[src/rtl/mips_pkg.sv]
// Shared pipeline definitions: register-address width, forwarding-mux select
// encodings and the per-stage hazard tracking slot.
package mips_pkg;

    localparam int REG_ADDR_W = 5;

    typedef enum logic [1:0] {
        FWD_RF    = 2'd0,
        FWD_EXMEM = 2'd1,
        FWD_MEMWB = 2'd2
    } fwd_sel_e;

    typedef struct packed {
        logic                  valid;
        logic [REG_ADDR_W-1:0] dest;
        logic                  reg_write;
        logic                  mem_read;
    } slot_t;

    // Register $0 is hard-wired to zero, so a write to it produces nothing to forward.
    function automatic logic is_writer(slot_t s);
        return s.valid && s.reg_write && (s.dest != '0);
    endfunction

    function automatic logic produces(slot_t s, logic [REG_ADDR_W-1:0] src);
        return is_writer(s) && (s.dest == src);
    endfunction

endpackage

[src/rtl/fwd_select.sv]
// Forwarding select for one ALU operand: the youngest in-flight producer of
// the source register wins, otherwise the register-file value is used.
module fwd_select
    import mips_pkg::*;
(
    input  logic [REG_ADDR_W-1:0] src,
    input  logic                  uses,
    input  slot_t                 ex_slot,
    input  slot_t                 mem_slot,
    output fwd_sel_e              sel
);

    always_comb begin
        // NOTE: default assignment first so every path drives sel and no latch is inferred.
        sel = FWD_RF;
        if (uses) begin
            if (produces(ex_slot, src)) begin
                sel = FWD_EXMEM;
            end else if (produces(mem_slot, src)) begin
                sel = FWD_MEMWB;
            end
        end
    end

endmodule

[src/rtl/hazard_fwd_unit.sv]
// Load-use stall and EX-stage operand forwarding control for the 5-stage MIPS
// pipeline, plus a saturating count of stall cycles.
module hazard_fwd_unit
    import mips_pkg::*;
#(
    parameter int CNT_W = 16
) (
    input  logic                  clk,
    input  logic                  rst_n,
    input  logic                  id_valid,
    input  logic [REG_ADDR_W-1:0] id_rs,
    input  logic [REG_ADDR_W-1:0] id_rt,
    input  logic                  id_uses_rs,
    input  logic                  id_uses_rt,
    input  logic [REG_ADDR_W-1:0] id_dest,
    input  logic                  id_reg_write,
    input  logic                  id_mem_read,
    output logic                  stall,
    output logic                  ex_flush,
    output logic [1:0]            fwd_a_sel,
    output logic [1:0]            fwd_b_sel,
    output logic [CNT_W-1:0]      stall_cnt
);

    // The WB-stage instruction needs no slot: the register file writes in the
    // first half-cycle, so ID already reads its result.
    slot_t    ex_slot;
    slot_t    mem_slot;
    slot_t    id_slot;
    fwd_sel_e a_next;
    fwd_sel_e b_next;
    logic     load_use;

    assign id_slot = '{valid: id_valid, dest: id_dest,
                       reg_write: id_reg_write, mem_read: id_mem_read};

    assign load_use = id_valid && is_writer(ex_slot) && ex_slot.mem_read &&
                      ((id_uses_rs && (id_rs == ex_slot.dest)) ||
                       (id_uses_rt && (id_rt == ex_slot.dest)));

    // Gated by rst_n so an asserted reset drops the stall without waiting for the slots to clear.
    assign stall    = rst_n && load_use;
    assign ex_flush = stall;

    fwd_select u_sel_a (
        .src      (id_rs),
        .uses     (id_uses_rs),
        .ex_slot  (ex_slot),
        .mem_slot (mem_slot),
        .sel      (a_next)
    );

    fwd_select u_sel_b (
        .src      (id_rt),
        .uses     (id_uses_rt),
        .ex_slot  (ex_slot),
        .mem_slot (mem_slot),
        .sel      (b_next)
    );

    // NOTE: sequential state uses non-blocking assignments so every register
    // samples the pre-edge values (mem_slot takes the old ex_slot).
    always_ff @(posedge clk or negedge rst_n) begin
        if (!rst_n) begin
            ex_slot   <= '0;
            mem_slot  <= '0;
            fwd_a_sel <= FWD_RF;
            fwd_b_sel <= FWD_RF;
            stall_cnt <= '0;
        end else begin
            mem_slot <= ex_slot;
            if (stall) begin
                ex_slot <= '0;
            end else begin
                ex_slot <= id_slot;
            end

            if (stall || !id_valid) begin
                fwd_a_sel <= FWD_RF;
                fwd_b_sel <= FWD_RF;
            end else begin
                fwd_a_sel <= a_next;
                fwd_b_sel <= b_next;
            end

            if (stall && (stall_cnt != '1)) begin
                stall_cnt <= stall_cnt + 1'b1;
            end
        end
    end

endmodule

[config.mk]
export PLATFORM = sky130hd
export DESIGN_NAME = hazard_fwd_unit
export DESIGN_NICKNAME = d
export VERILOG_FILES = /design/src/rtl/mips_pkg.sv /design/src/rtl/fwd_select.sv /design/src/rtl/hazard_fwd_unit.sv
export SDC_FILE = /design/constraint.sdc
export NUM_CORES = 1
export LEC_CHECK = 0
export CORE_MARGIN = 1
export CORE_UTILIZATION = 51
export CTS_CLUSTER_SIZE = 8
export DETAILED_ROUTE_END_ITERATION = 10
export PLACE_DENSITY_LB_ADDON = 0.25
export REMOVE_ABC_BUFFERS = 1
export SLEW_MARGIN = 20
export SYNTH_ARGS = -nofsm -noshare
export SYNTH_HDL_FRONTEND = slang
export SYNTH_SLANG_ARGS = --single-unit
[constraint.sdc]
create_clock -name clk -period 3.6 [get_ports clk]
set_input_delay 0.72 -clock clk [delete_from_list [all_inputs] [get_ports clk]]
set_output_delay 0.72 -clock clk [all_outputs]
set_load 0.05 [all_outputs]
# Word level (Yosys, flattened, before mapping)
# Cells that the tools add are included.
# word_totals
romBits	0
output_inout_bits	22
elab_cells	47
latch_bits	0
in_bits	22
regBits	35
ramBits	0
n_memories	0
# classes
mux	9
n_reduce_logical	20
bitwise_logic	0
shift	0
n_div	0
magnitude_cmp	0
eq_ne	7
mul	0
add_sub_neg	1
# ops
cell	count
$eq A5 B5 Y1	6
$add A16 B1 Y16 const B	1
$mux W2	8
$ne A16 B16 Y1 const B	1
$logic_and A1 B1 Y1	15
$reduce_bool A5 Y1	2
$mux W8	1
$logic_or A1 B1 Y1	2
$logic_not A1 Y1	1

# Longest topological paths before layout
# depth
depth_word	8
depth_mapped	7
depth_no_buf	6

# Modules after synthesis
# A second synthesis with hierarchy kept.
# hier_totals
hier_cells	176
area_unflattened_um2	1910.6
# by_module_without_submodules
module	area_per_inst_um2	n_inst	cells_each	seq_area_each_um2
hazard_fwd_unit	1565.3	1	126	900.9
fwd_select	172.7	2	25	0.0

# Worst setup path after synthesis
# Ideal clock, no wire load.
# synth_path
path_kind	in2out
start	input port id_rt[3]
end	output port stall
t_arrival_ns	1.933
required_ns	2.880
path_stages	6
setup_slack_ns	0.947
path_cell_list	xor2_1 nor3_1 a32o_1 nand2_2 inv_2 buf_4
# synth_between
elab_chain_len	5
# synth_rtl
element	line_no	rtl
start, declared	hazard_fwd_unit.sv:12	input logic [REG_ADDR_W-1:0] id_rt,
$eq A5 B5 Y1	hazard_fwd_unit.sv:39	(id_uses_rt && (id_rt == ex_slot.dest)));
$logic_and A1 B1 Y1	hazard_fwd_unit.sv:39	
$logic_or A1 B1 Y1	hazard_fwd_unit.sv:38	((id_uses_rs && (id_rs == ex_slot.dest)) ||
$logic_and A1 B1 Y1	hazard_fwd_unit.sv:37	assign load_use = id_valid && is_writer(ex_slot) && ex_slot.mem_read &&
$logic_and A1 B1 Y1	hazard_fwd_unit.sv:42	assign stall = rst_n && load_use;
end, declared	hazard_fwd_unit.sv:18	output logic stall,
# Every way passes these cells.

# Final worst setup path
# Ends and elaborated chain as after synthesis.

==> run summary <==
Synth Area in Compound Gates: 0.0310
CP Data Arrival Time: 2350 ps
Die H: 59.0 µm
Detail Route Antenna Nets: 0
Ant. Diodes: 0
IO Pins: 44
Endpoint, Worst Hold: mem_slot[7]$_DFF_PN0_
Worst path max stage delay: 450 ps
CP required: 2880 ps
Wire length per cell: 14.5 µm
Tightest Pin Transition: 504 ps
Synth-to-layout area growth: 34.0%
Hold Path Origin: ex_slot[7]$_DFF_PN0_
Initial antenna violation count: 0
H-Tree Depth: 2
R2R Setup Slk: 1480 ps
Drt via density: 5.29
Setup Skew: 7.35 ps
Post-Synthesis Mean Instance Area: 11.1 µm²
RSZ-0062 raised after global routing: no
CTS Buffer Depth: 2
Layout Nets: 221
Worst hold path cell count: 0
Die width: 59.0 µm
Critical path's slowest cell: clkdlybuf4s50_1
Initial DRT Pass Iterations: 5
Area of the mapped netlist: 1660 µm²
Largest family of logic cells by synthesized area: simple AND/OR/NAND/NOR gates
Post-Layout Inst Area: 2220 µm²
Place WS: 535 ps
Max-cap violations: 0
I/O Buffers: 43
Path depth of the worst reg2reg path: 6
Die area: 3480 µm²
Core footprint: 3080 µm²
Final global-route overflow total: 0
Synth area leaders: dfrtp_1 (53%), xor2_1 (9.5%), xnor2_1 (8.5%)
Final Hold Slack: 408 ps
Vias: 1,286
Final WS setup: 533 ps
DR DRC count: 0
Relative slew slack: 0.663
Core Rows: 20
Sequential fraction of the synthesis area: 0.529
Cts hold-fix bufs: 0
Cells along the critical path: clkdlybuf4s50_1 > xor2_1 > nor3_1 > a32o_1 > nand2_2 > inv_2 > buf_12
Setup TNS: 0 ps
Critical Path Fanout Max: 11
Outcome: finished clean
CTS Sinks: 35
Period utilization: 0.852
CTS Buf Count: 5
Simple-gate share of the synthesized area: 0.230
Synth cell types: 30
Final min period: 3070 ps
Mapped Cells: 149
Layout cell share with drive strength beyond 1: 0.0905
First-pass GRT wire length: 5840 µm
Peak VDD IR: 0.364 mV
Placed Cells: 235
CTS tree: built
Worst-path clk slew: 110 ps
Post-route insts no fill: 243
1st-iter DRT viols: 46
Detailed placement HPWL: 2730 µm
Worst r2r dst: fwd_a_sel[1]$_DFF_PN0_
Clock Root Buffer: clkbuf_4
Routability cong.: 0.871
CP Capture Type: output port
# setup viols final: 0
Vias in the first global route: 1,290
Postcts setup bufs: 0
FF+latch count, synth: 35
Initial Utilization: 0.538
Pwr/cell area: 313 nW/µm²
Hold Vio Cnt, Final: 0
Synthesis Warnings: 0
Largest net degree at the start of global routing: 36
All-Layer GR Usage: 0.226
Xor/xnor share of the synthesized area: 0.180
Later-pin clock latency in the skew report: 330 ps
Fillers: 230
Max Fclk: 0.326 GHz
Adder-Cell Fraction of Synth Area: 0.00755
CP Launch Type: primary input
R2R Path Start: ex_slot[5]$_DFF_PN0_
Mux cell area share after synthesis: 0.00680
DRT Wirelength: 3510 µm
Final Max Slew Viols: 0
Leak: 0.891 nW
Setup CP Type: in2out
Biggest area consumer among synthesized cells: dfrtp_1
Top cell type's share of synthesized area: 0.529
CTS resizes: 0
Placed instance area: 2160 µm²
HP Class: reg2reg
[cell usage after synthesis]
cell,n
dfrtp_1,35
nand3_1,18
xor2_1,18
xnor2_1,16
and2_1,8
nor2_1,6
nor3_1,6
nor4_1,5
and3_1,4
nand2_1,4
nand4_1,4
and4_1,3
a31oi_1,2
buf_2,2
nor4b_1,2
or4_1,2
a211oi_1,1
a32o_1,1
buf_4,1
clkbuf_2,1
ha_1,1
inv_2,1
mux2_2,1
nand2_2,1
nand3b_1,1
nor2b_1,1
nor3b_1,1
o2111ai_1,1
o211ai_2,1
or2_2,1
[layer usage]
layer	part of all wire	routed length, µm	up-vias	global-route usage
met5	0	0	-	0
met4	0.0060	21	0	0.0374
met3	0.062	219	4	0.0721
met2	0.47	1660	55	0.347
met1	0.46	1610	598	0.321
li1	-	-	629	-
[cell families (layout without fill, tap and decap cells)]
kind of cell / Yosys count / count (layout)
adder cells (fa/ha/maj): 1 / 1
AO/OA/AOI/OAI: 6 / 6
flip-flops: 35 / 35
multiplexers: 1 / 1
AND/OR/NAND/NOR: 67 / 67
XOR/XNOR: 34 / 34
buffers and inverters: 5 / 55
[worst max-delay path, delay by kind of cell]
| family | cells | cell delay (ps) |
|---|---|---|
| buffers and inverters | 3 | 780 |
| AND/OR/NAND/NOR | 2 | 420 |
| AO/OA/AOI/OAI | 1 | 260 |
| XOR/XNOR | 1 | 160 |
[layout make-up]
class | count | area (µm²) | area share
Sequential cell | 35 | 876 | 0.395
Multi-Input combinational cell | 109 | 754 | 0.340
Timing Repair Buffer | 46 | 473 | 0.213
Tap cell | 44 | 55.1 | 0.0248
Clock buffer | 5 | 37.5 | 0.0169
Clock inverter | 3 | 20.0 | 0.00902
Inverter | 1 | 3.75 | 0.00169
[cells in the final DEF (no fill, tap or decap)]
master,n
clkdlybuf4s50_1,41
buf_4,3
xnor2_1,16
nor3_1,6
nor2_1,6
clkinvlp_4,2
dfrtp_1,35
and4_1,3
nand4_1,4
or4_1,2
a211oi_1,1
nor4b_1,2
a31oi_1,2
o2111ai_1,1
clkinv_2,1
nor3b_1,1
xor2_1,18
ha_1,1
and3_1,4
nand2_1,4
nand3_1,18
nand2_2,1
and2_1,8
nand3b_1,1
mux2_2,1
o211ai_2,1
nor2b_1,1
clkbuf_4,5
buf_12,2
or2_2,1
inv_2,1
a32o_1,1
nor4_1,5
[worst max-delay path by stage]
stage	cells after the start	to	from	slack, ps
after floorplan	5	ex_flush	id_rt[3]	790
after global placement	7	ex_flush	id_rt[3]	620
after detailed placement	7	stall	id_rt[3]	530
after CTS	7	stall	id_rt[3]	530
after global routing	7	stall	id_rt[3]	440
final	7	stall	id_rt[3]	530
[stage by stage]
stage           util  power (mW)
2_1_floorplan      -       0.449
3_3_place_gp   0.702       0.494
3_5_place_dp   0.702       0.496
4_1_cts        0.721       0.703
5_1_grt        0.721       0.729
6_report       0.721       0.694
[sequential cells by signal (all words and copies together), names as in the netlist]
register / count
mem_slot: 7
ex_slot: 8
stall_cnt: 16
fwd_b_sel: 2
fwd_a_sel: 2
[power by group]
group	total [mW]	switching [mW]	internal [mW]
Sequential	0.413	0.0102	0.403
Clock	0.207	0.132	0.0745
Combinational	0.0749	0.0356	0.0394
(Power assumes the default switching activity.)
